## config.mk

```make
export PLATFORM = sky130hd
export DESIGN_NAME = event_fragment_generator_flat
export DESIGN_NICKNAME = d
export VERILOG_FILES = /design/src/rtl/event_fragment_generator_if.sv /design/src/rtl/event_fragment_generator.sv /design/src/flat_wrapper.sv
export SDC_FILE = /design/constraint.sdc
export NUM_CORES = 1
export LEC_CHECK = 0
export ABC_AREA = 0
export BUFFER_PORTS_ARGS = -buffer_cell sky130_fd_sc_hd__buf_4
export CAP_MARGIN = 20
export CORE_MARGIN = 1
export CORE_UTILIZATION = 30
export DETAILED_ROUTE_END_ITERATION = 10
export PLACE_DENSITY = 0.63
export SYNTH_ARGS = -nofsm -noshare
export SYNTH_HDL_FRONTEND = slang
export SYNTH_SLANG_ARGS = --single-unit
```

## constraint.sdc

```tcl
create_clock -name aclk -period 5.4 [get_ports aclk]
set_input_delay 0.81 -clock aclk [delete_from_list [all_inputs] [get_ports aclk]]
set_output_delay 0.81 -clock aclk [all_outputs]
set_load 0.005 [all_outputs]
```

## src/rtl/event_fragment_generator_if.sv

```systemverilog
// Stream bundle for the event fragment generator: control/data inputs
// from the readout path, header/payload outputs toward the Ethernet transmitter.
interface event_fragment_generator_if;
  logic [31:0] s_ctrl_tdata;
  logic        s_ctrl_tvalid;
  logic        s_ctrl_tready;
  logic [63:0] s_data_tdata;
  logic        s_data_tlast;
  logic        s_data_tvalid;
  logic        s_data_tready;
  logic [47:0] m_fhdr_tdata;
  logic        m_fhdr_tvalid;
  logic        m_fhdr_tready;
  logic [63:0] m_frag_tdata;
  logic        m_frag_tlast;
  logic        m_frag_tvalid;
  logic        m_frag_tready;

  modport master (
    input  s_ctrl_tdata, s_ctrl_tvalid, output s_ctrl_tready,
    input  s_data_tdata, s_data_tlast, s_data_tvalid, output s_data_tready,
    output m_fhdr_tdata, m_fhdr_tvalid, input  m_fhdr_tready,
    output m_frag_tdata, m_frag_tlast, m_frag_tvalid, input  m_frag_tready
  );

  modport slave (
    output s_ctrl_tdata, s_ctrl_tvalid, input  s_ctrl_tready,
    output s_data_tdata, s_data_tlast, s_data_tvalid, input  s_data_tready,
    input  m_fhdr_tdata, m_fhdr_tvalid, output m_fhdr_tready,
    input  m_frag_tdata, m_frag_tlast, m_frag_tvalid, output m_frag_tready
  );
endinterface

```

## src/rtl/event_fragment_generator.sv

```systemverilog
// Cuts each readout event into FRAG_QWORDS-sized fragments, each preceded by a
// 48-bit header in nack-word layout; repairs and counts length mismatches.
module event_fragment_generator #(
  parameter int    FRAG_QWORDS = 1024,
  parameter string DEBUG       = "TRUE"
) (
  input  logic                          aclk,
  input  logic                          aresetn,
  event_fragment_generator_if.master    bus,
  output logic [7:0]                    err_count_o,
  output logic                          busy_o
);

  localparam logic [1:0] ST_IDLE  = 2'd0;
  localparam logic [1:0] ST_HDR   = 2'd1;
  localparam logic [1:0] ST_DATA  = 2'd2;
  localparam logic [1:0] ST_DRAIN = 2'd3;

  localparam logic [16:0] FRAG_Q17   = 17'(FRAG_QWORDS);
  localparam logic [18:0] FRAG_BYTES = 19'(FRAG_QWORDS * 8);

  function automatic logic [7:0] sat_inc(input logic [7:0] v);
    return (v == 8'hFF) ? v : v + 8'd1;
  endfunction

  function automatic logic [16:0] ceil_qwords(input logic [18:0] bytes);
    logic [19:0] sum;
    sum = {1'b0, bytes} + 20'd7;
    return sum[19:3];
  endfunction

  logic [1:0]  state;
  logic [11:0] addr_q;
  logic [16:0] remaining_q;
  logic [18:0] offset_q;
  logic        first_q;
  logic [10:0] beat_q;
  logic [7:0]  err_q;

  logic        frag_last;
  logic [10:0] frag_cnt;
  logic        final_beat;
  logic        data_fire;
  logic [18:0] ctrl_bytes;
  logic        ctrl_rsvd_unused;

  assign ctrl_bytes       = bus.s_ctrl_tdata[18:0];
  assign ctrl_rsvd_unused = bus.s_ctrl_tdata[19];

  // remaining <= FRAG_QWORDS <= 2047 whenever it is used as the count, so truncation is safe
  assign frag_last  = (remaining_q <= FRAG_Q17);
  assign frag_cnt   = frag_last ? remaining_q[10:0] : FRAG_Q17[10:0];
  assign final_beat = (beat_q == 11'd1);

  assign bus.s_ctrl_tready = (state == ST_IDLE);
  assign bus.m_fhdr_tvalid = (state == ST_HDR);
  assign bus.m_fhdr_tdata  = (state == ST_HDR) ?
                             {first_q, frag_last, 3'b000, frag_cnt, addr_q, 1'b0, offset_q} : '0;

  assign bus.m_frag_tvalid = (state == ST_DATA) && bus.s_data_tvalid;
  assign bus.m_frag_tdata  = bus.s_data_tdata;
  assign bus.m_frag_tlast  = (state == ST_DATA) && (final_beat || bus.s_data_tlast);
  assign bus.s_data_tready = (state == ST_DATA) ? bus.m_frag_tready : (state == ST_DRAIN);

  assign data_fire   = bus.s_data_tvalid && bus.s_data_tready;
  assign err_count_o = err_q;
  assign busy_o      = (state != ST_IDLE);

  always_ff @(posedge aclk or negedge aresetn) begin
    if (!aresetn) begin
      state       <= ST_IDLE;
      addr_q      <= '0;
      remaining_q <= '0;
      offset_q    <= '0;
      first_q     <= 1'b0;
      beat_q      <= '0;
      err_q       <= '0;
    end else begin
      case (state)
        ST_IDLE: begin
          if (bus.s_ctrl_tvalid) begin
            addr_q      <= bus.s_ctrl_tdata[31:20];
            remaining_q <= ceil_qwords(ctrl_bytes);
            offset_q    <= '0;
            first_q     <= 1'b1;
            if (ctrl_bytes == 19'd0) err_q <= sat_inc(err_q);
            else                     state <= ST_HDR;
          end
        end
        ST_HDR: begin
          if (bus.m_fhdr_tready) begin
            beat_q <= frag_cnt;
            state  <= ST_DATA;
          end
        end
        ST_DATA: begin
          if (data_fire) begin
            if (bus.s_data_tlast) begin
              // tlast anywhere but the final beat of the final fragment is early
              if (!(final_beat && frag_last)) err_q <= sat_inc(err_q);
              state <= ST_IDLE;
            end else if (final_beat) begin
              if (frag_last) begin
                err_q <= sat_inc(err_q);
                state <= ST_DRAIN;
              end else begin
                offset_q    <= offset_q + FRAG_BYTES;
                remaining_q <= remaining_q - FRAG_Q17;
                first_q     <= 1'b0;
                state       <= ST_HDR;
              end
            end else begin
              beat_q <= beat_q - 11'd1;
            end
          end
        end
        default: begin
          if (bus.s_data_tvalid && bus.s_data_tlast) state <= ST_IDLE;
        end
      endcase
    end
  end

  if (DEBUG == "TRUE") begin : g_ila
    // ILA attach point; debug probes carry no functional logic.
  end

endmodule
```

## src/flat_wrapper.sv

```systemverilog
// flat-port wrapper written by rule: the top's interface ports become plain ports
module event_fragment_generator_flat 
#(
  parameter int    FRAG_QWORDS = 1024,
  parameter string DEBUG       = "    "
)
  (aclk, aresetn, err_count_o, busy_o, bus_s_ctrl_tdata, bus_s_ctrl_tvalid, bus_s_ctrl_tready, bus_s_data_tdata, bus_s_data_tlast, bus_s_data_tvalid, bus_s_data_tready, bus_m_fhdr_tdata, bus_m_fhdr_tvalid, bus_m_fhdr_tready, bus_m_frag_tdata, bus_m_frag_tlast, bus_m_frag_tvalid, bus_m_frag_tready);
  event_fragment_generator_if bus_i ();
  input  logic aclk;
  input  logic aresetn;
  output logic [7:0] err_count_o;
  output logic busy_o;
  input wire logic [$bits(bus_i.s_ctrl_tdata)-1:0] bus_s_ctrl_tdata;
  input wire logic [$bits(bus_i.s_ctrl_tvalid)-1:0] bus_s_ctrl_tvalid;
  output wire logic [$bits(bus_i.s_ctrl_tready)-1:0] bus_s_ctrl_tready;
  input wire logic [$bits(bus_i.s_data_tdata)-1:0] bus_s_data_tdata;
  input wire logic [$bits(bus_i.s_data_tlast)-1:0] bus_s_data_tlast;
  input wire logic [$bits(bus_i.s_data_tvalid)-1:0] bus_s_data_tvalid;
  output wire logic [$bits(bus_i.s_data_tready)-1:0] bus_s_data_tready;
  output wire logic [$bits(bus_i.m_fhdr_tdata)-1:0] bus_m_fhdr_tdata;
  output wire logic [$bits(bus_i.m_fhdr_tvalid)-1:0] bus_m_fhdr_tvalid;
  input wire logic [$bits(bus_i.m_fhdr_tready)-1:0] bus_m_fhdr_tready;
  output wire logic [$bits(bus_i.m_frag_tdata)-1:0] bus_m_frag_tdata;
  output wire logic [$bits(bus_i.m_frag_tlast)-1:0] bus_m_frag_tlast;
  output wire logic [$bits(bus_i.m_frag_tvalid)-1:0] bus_m_frag_tvalid;
  input wire logic [$bits(bus_i.m_frag_tready)-1:0] bus_m_frag_tready;
  assign bus_i.s_ctrl_tdata = bus_s_ctrl_tdata;
  assign bus_i.s_ctrl_tvalid = bus_s_ctrl_tvalid;
  assign bus_s_ctrl_tready = bus_i.s_ctrl_tready;
  assign bus_i.s_data_tdata = bus_s_data_tdata;
  assign bus_i.s_data_tlast = bus_s_data_tlast;
  assign bus_i.s_data_tvalid = bus_s_data_tvalid;
  assign bus_s_data_tready = bus_i.s_data_tready;
  assign bus_m_fhdr_tdata = bus_i.m_fhdr_tdata;
  assign bus_m_fhdr_tvalid = bus_i.m_fhdr_tvalid;
  assign bus_i.m_fhdr_tready = bus_m_fhdr_tready;
  assign bus_m_frag_tdata = bus_i.m_frag_tdata;
  assign bus_m_frag_tlast = bus_i.m_frag_tlast;
  assign bus_m_frag_tvalid = bus_i.m_frag_tvalid;
  assign bus_i.m_frag_tready = bus_m_frag_tready;
  event_fragment_generator #(.FRAG_QWORDS(FRAG_QWORDS), .DEBUG(DEBUG)) u_core (.aclk(aclk), .aresetn(aresetn), .bus(bus_i), .err_count_o(err_count_o), .busy_o(busy_o));
endmodule
```

==> run_results.csv, run 1 <==
group,metric,value,unit
worst_setup_path,setup.worst_path.end_class,"output port",
worst_setup_path,crit_fanout,11,
worst_hold_path,hold_path_class,"flip-flop to flip-flop",
run_status,status,"completed",
route,vias_per_cell,4.87,
grt,antenna_found_initial,0,
worst_setup_path,cp_data_arrival_time,2.17,ns
route,antenna_left,0,
placed_design,dp_hpwl,7290,um
cts,htree_levels,3,
synthesis,synth_async_sr_flop_share,1.00,
cts,cts.sinks,57,
power_and_ir_drop,swShare,0.400,
floorplan,dieWidth,117,um
synthesis,synthAdderAreaFrac,0.0188,
synthesis,synthDistinctLibCells,51,
worst_setup_path,cp.required,4.59,ns
cts,clock_latency,0.33,ns
cells_and_area,antenna_cells,0,
synthesis,synthTopCellsByArea,"dfrtp_1, buf_4, nand2_1",
grt,grt_pass1_wl,16300,um
synthesis,synth-edff-count,0,
synthesis,synth.avg_cell_area,8.19,um2
sta,slew_violations,0,
grt,grt_max_degree,58,
synthesis,synth_compound_area_frac,0.129,
synthesis,synth_area,4000,um2
power_and_ir_drop,power.share.combinational,0.395,
power_and_ir_drop,cellPowerDensity,469,nW/um2
synthesis,synth_top_area_share,0.357,
worst_setup_path,critPathKind,"flip-flop to output port",
sta,relSlewSlack,0.383,
sta,setup-violations-final,0,
synthesis,synth_simple_gate_area_frac,0.250,
floorplan,design.die.area,13800,um2
cells_and_area,fin_nets,609,
cts,ctsResizeCount,0,
synthesis,ys_ff_latch,57,
power_and_ir_drop,seq_power_share,0.356,
grt,grt_usage,0.149,
synthesis,ys.flop_type,"dfrtp_1",
floorplan,fp-row-count,41,
synthesis,syn_inst,488,
sta,final.period_utilization,0.551,
placed_design,place_congestion,0.814,
power_and_ir_drop,power.share.clock,0.249,
sta,hold_viol,0,
synthesis,synth_warnings,0,
power_and_ir_drop,p_leak,2.13,nW
sta,rsz0062_at_grt,"false",
floorplan,core_area,12800,um2
power_and_ir_drop,p_switching,0.000846,W
route,vias,3295,
synthesis,synth_top_family_by_area,"simple AND/OR/NAND/NOR gates",
route,drc,0,
synthesis,synth.area.mux_share,0.00282,
cts,path_clk_slew,0.05,ns
floorplan,die_height,117,um
cts,cts_made_buffers,9,
flow_run,drv_cap,0,
floorplan,io_pins,229,
route,drt_iter0_drc,203,
route,wl,10000,um
sta,layout_min_cycle_time,2.98,ns
cts,tritoncts,"done",
route,wire_per_inst,14.8,um
sta,clock_skew,0.00663,ns
sta,max_freq,336,MHz
cts,root_buffer,"clkbuf_16",
synthesis,yosys.area_share.xor_xnor,0.0592,
grt,overflow,0,
cells_and_area,synthToLayoutAreaGrowth,12.8,%
power_and_ir_drop,ir_drop,0.260,mV
sta,tns,0,ns
cts,cts_hold_buffers,0,
route,drtPass1Iterations,4,
synthesis,ys_seq_area_frac,0.357,
grt,grt_pass1_vias,3194,
floorplan,initial_core_util,0.312,
cts,clockBufferDepth,2,
cells_and_area,drive_gt1_frac,0.208,
sta,tightest_slew,0.926,ns
power_and_ir_drop,p_int,0.00127,W
synthesis,synth_top_area_cell,"dfrtp_1",
worst_setup_path,startpoint_type,"flip-flop",
power_and_ir_drop,power,0.00211,W
cts,cts_setup_buffers,0,
placed_design,io_buffer_count,82,
[path summary, 6_finish.rpt]
check / slack [ns] / cells past startpoint / end / startpoint
min in group asynchronous: 0.56 / 1 / u_core.beat_q[3] / aresetn
worst min register to register: 0.47 / 2 / u_core.first_q / u_core.first_q
max in group asynchronous: 4.35 / 1 / u_core.offset_q[18] / aresetn
worst min-delay path: 0.47 / 2 / u_core.first_q / u_core.first_q
worst max register to register: 2.74 / 8 / u_core.remaining_q[16] / u_core.beat_q[1]
worst max-delay path: 2.42 / 5 / bus_m_fhdr_tdata[35] / u_core.remaining_q[12]
[metrics by stage]
| step | std cells | util | setup slack (ns) | hold slack, ns | area, um2 |
|---|---|---|---|---|---|
| floorplan | 504 | - | 2.92 | 0.437 | 4060 |
| global placement | 660 | 0.329 | 2.39 | 0.457 | 4220 |
| detailed placement | 660 | 0.329 | 2.38 | 0.459 | 4220 |
| CTS | 676 | 0.350 | 2.38 | 0.475 | 4490 |
| global route | 677 | 0.352 | 2.29 | 0.502 | 4510 |
| finish | 677 | 0.352 | 2.42 | 0.466 | 4510 |
[synth_stat cells, types with 6 or more instances]
master	number
a21oi_1	18
and2_1	34
and3_1	9
buf_4	82
clkbuf_1	15
dfrtp_1	57
ha_1	6
inv_1	12
nand2_1	68
nand3_1	9
nand4_1	8
nor2_1	38
nor3_1	10
nor4_1	7
o21ai_0	38
xnor2_1	12
xor2_1	15
[layout make-up]
type / count / area [um2]
tap: 172 / 215
clock buffer: 13 / 260
sequential: 57 / 1430
multi-input combinational: 335 / 1900
clock inverter: 3 / 15.0
timing repair buffer: 85 / 646
fill: 1349 / 8320
inverter: 12 / 45.0
[sequential cells by signal (all words and copies together) (netlist names)]
signal              count
u_core.addr_q          12
u_core.err_count_o      8
u_core.beat_q          11
u_core.state            2
u_core.first_q          1
u_core.remaining_q     17
u_core.offset_q         6
[power groups by stage]
stage | Clock (W) | Sequential, W | Combinational, W
finish | 0.000527 | 0.000753 | 0.000834
global route | 0.000562 | 0.000775 | 0.000943
CTS | 0.000543 | 0.000749 | 0.000834
detailed placement | 0 | 0.000750 | 0.000835
global placement | 0 | 0.000748 | 0.000811
floorplan | 0 | 0.000688 | 0.000621
[critical path, stage by stage (launching register included)]
cell	delay (ns)
dfrtp_1	0.44
or4_4	0.52
nor2_4	0.18
and3_1	0.39
and2_1	0.20
buf_4	0.11
[per-layer routing]
metal | up-vias | routed length, um | track usage
li1 | 1566 | - | -
met1 | 1553 | 4330 | 0.182
met2 | 134 | 4570 | 0.232
met3 | 42 | 816 | 0.0482
met4 | 0 | 302 | 0.0804
met5 | - | 0 | 0
[cell families (layout without fill, tap and decap cells)]
family / count (synthesis) / after routing
xor gates and xnor gates: 27 / 27
DFF: 57 / 57
other: 1 / 17
and+or+nand+nor: 201 / 201
buffers and inverters: 112 / 113
muxes: 1 / 1
AOI/OAI and AO/OA: 83 / 83
adders and majority gates: 6 / 6
[layout by cell type (no fill, tap or decap), drive strengths merged, types with 2 or more instances in the layout]
cell    netlist  routed
buf          85      85
nand2        69      69
dfrtp        57      57
nor2         39      39
o21ai        38      38
and2         34      34
a21oi        18      18
conb          1      17
xor2         15      15
clkbuf       15      13
inv          12      12
xnor2        12      12
nor3         10      10
and3          9       9
nand3         9       9
nand4         8       8
nor4          7       7
ha            6       6
a22oi         5       5
nand2b        4       4
nor2b         3       3
and4          3       3
clkinv        0       3
nor4b         2       2
o22ai         2       2
o31ai         2       2
a211oi        2       2
or4           2       2
Power figures use the tool's default switching activity.
==> run 2, diff against run 1 <==
- PLACE_DENSITY: 0.63 -> 0.65
- clock period: 5.4 -> 2.4 ns (I/O delays scaled with it)
==> run 2 against run 1 <==
  * The run now ends with negative setup slack left
  * Clock power grew 120%
  * Via count grew 2.5%
  * Largest power group unchanged
  * Setup slack lost 2.4 ns
  * Cell count grew 2.5%
  * Highest routed layer unchanged
  * Register-to-register slack lost 2.6 ns
  * Critical endpoint unchanged
==> run_results.csv, run 2 (synthesis results as in run 1) <==
group,metric,value,unit
sta,slew_violations,0,
worst_setup_path,startpoint_type,"flip-flop",
worst_setup_path,setup.worst_path.end_class,"output port",
cts,tritoncts,"done",
route,drt_iter0_drc,187,
run_status,status,"finished with violations",
cells_and_area,antenna_cells,0,
worst_setup_path,crit_chain,"or4_4 > nor2_4 > and3_4 > and2_4 > buf_6",
floorplan,fp-row-count,41,
placed_design,place_congestion,0.832,
grt,top_usage_layer,"met2",
floorplan,core_area,12800,um2
placed_design,io_buffer_count,82,
sta,tightest_slew,0.767,ns
cells_and_area,regArea,1430,um2
run_status,failed_checks,"negative setup slack",
sta,max_freq,415,MHz
sta,final.period_utilization,1.01,
sta,layout_min_cycle_time,2.41,ns
route,vias_per_cell,4.86,
grt,antenna_found_initial,0,
cells_and_area,drive_gt1_frac,0.251,
grt,met3_usage,0.0569,
power_and_ir_drop,p_leak,2.23,nW
floorplan,io_pins,229,
worst_setup_path,cp.required,2.04,ns
cells_and_area,mostFrequentLayoutCell,"buf_4",
worst_setup_path,r2r_start,"u_core.remaining_q[11]",
floorplan,design.die.area,13800,um2
worst_setup_path,crit_fanout,6,
cells_and_area,utilization,0.366,
cells_and_area,fillers,1357,
grt,grt_usage,0.153,
route,vias,3376,
route,drc,0,
sta,hold_viol,0,
sta,setup-violations-final,5,
grt,grt_pass1_vias,3336,
grt,met2_usage,0.240,
cts,clockBufferDepth,2,
cts,path_clk_slew,0.05,ns
cells_and_area,regMostFlops,"u_core.remaining_q",
sta,whs,0.105,ns
worst_setup_path,slowest_delay,0.55,ns
grt,overflow,0,
flow_run,drv_cap,0,
sta,relSlewSlack,0.489,
sta,rsz0062_at_grt,"true",
worst_setup_path,cp_data_arrival_time,2.05,ns
worst_setup_path,reg2reg_to,"u_core.err_count_o[1]",
cts,cts_made_buffers,9,
cells_and_area,multi_input_area,1950,um2
sta,clock_skew,0.00867,ns
cts,cts.sinks,57,
power_and_ir_drop,ir_drop,0.522,mV
worst_setup_path,reg2reg_slack,0.11,ns
floorplan,initial_core_util,0.312,
cells_and_area,top_regs,"u_core.remaining_q: 17 flops, u_core.addr_q: 12 flops, u_core.beat_q: 11 flops",
route,antenna_left,0,
floorplan,dieWidth,117,um
cts,root_buffer,"clkbuf_16",
floorplan,die_height,117,um
worst_setup_path,critPathKind,"flip-flop to output port",
sta,fin_ws,-0.0121,ns
route,wl,10400,um
cts,clock_latency,0.33,ns
route,drtPass1Iterations,4,
worst_hold_path,hold_path_class,"primary input to async pin",
worst_setup_path,rr_worst_depth,8,
placed_design,dp_hpwl,7550,um
cells_and_area,largest_register_ffs,17,
power_and_ir_drop,cellPowerDensity,1060,nW/um2
cells_and_area,fin_nets,628,
grt,grt_use_met1,0.187,
cts,htree_levels,3,
grt,grt_max_degree,58,
cells_and_area,final_cell_mix,"buf_4, nand2_1, dfrtp_1",
worst_setup_path,critPathSlowestCell,"or4_4",
route,wire_per_inst,15.0,um
grt,grt_pass1_wl,16700,um
cells_and_area,synthToLayoutAreaGrowth,17.3,%
-- run 2: worst max-delay path by stage --
stage	from	to	slack (ns)	cells after the start
floorplan	u_core.beat_q[0]	u_core.err_count_o[1]	0.25	6
global placement	bus_s_ctrl_tdata[2]	u_core.err_count_o[1]	0.05	7
detailed placement	u_core.remaining_q[11]	u_core.remaining_q[14]	-0.02	8
CTS	u_core.remaining_q[14]	bus_m_fhdr_tdata[35]	0.002	5
global route	u_core.remaining_q[15]	bus_m_fhdr_tdata[35]	-0.07	5
finish	u_core.remaining_q[14]	bus_m_fhdr_tdata[35]	-0.01	5
-- run 2: where the power goes --
part | total [W] | leakage, nW | switching, W | internal [W]
Sequential | 0.00169 | 0.728 | 0.000373 | 0.00132
Clock | 0.00115 | 0.129 | 0.000406 | 0.000742
Combinational | 0.00212 | 1.37 | 0.00119 | 0.000935
-- run 2: timing repair --
| item | in CTS | in global routing |
|---|---|---|
| cloned | 0 | 1 |
| pin swaps | 1 | 4 |
| gates resized for setup | 3 | 13 |
| hold buffers | 0 | 0 |
| buffers inserted | 0 | 5 |
| endpoints found under the setup margin | 13 | 12 |
-- run 2: through the flow --
stage / cells / setup TNS [ns] / power [W] / area, um2 / setup WS (ns)
floorplan: 504 / 0 / 0.00295 / 4060 / 0.249
global placement: 674 / 0 / 0.00362 / 4320 / 0.0487
detailed placement: 674 / -0.0218 / 0.00371 / 4320 / -0.0218
CTS: 688 / 0 / 0.00490 / 4600 / 0.00160
global route: 694 / -0.618 / 0.00538 / 4690 / -0.0689
finish: 694 / -0.0325 / 0.00496 / 4690 / -0.0121
-- run 2: per-layer routing --
layer | part of all wire | vias to the layer above | wire (um)
li1 | - | 1605 | -
met1 | 0.42 | 1588 | 4400
met2 | 0.46 | 150 | 4830
met3 | 0.090 | 33 | 936
met4 | 0.022 | 0 | 228
met5 | 0 | - | 0
-- run 2: layout make-up --
cell class	instances	area share
Tap cell	172	0.0459
Sequential cell	57	0.304
Clock buffer	14	0.0563
Inverter	12	0.00961
Multi-Input combinational cell	336	0.415
Timing Repair Buffer	103	0.169
-- run 2: critical path, delay by kind of cell (launching register included) --
| family | cells | cell delay [ns] |
|---|---|---|
| buffers and inverters | 1 | 0.08 |
| flip-flops | 1 | 0.40 |
| AND/OR/NAND/NOR | 4 | 1.24 |
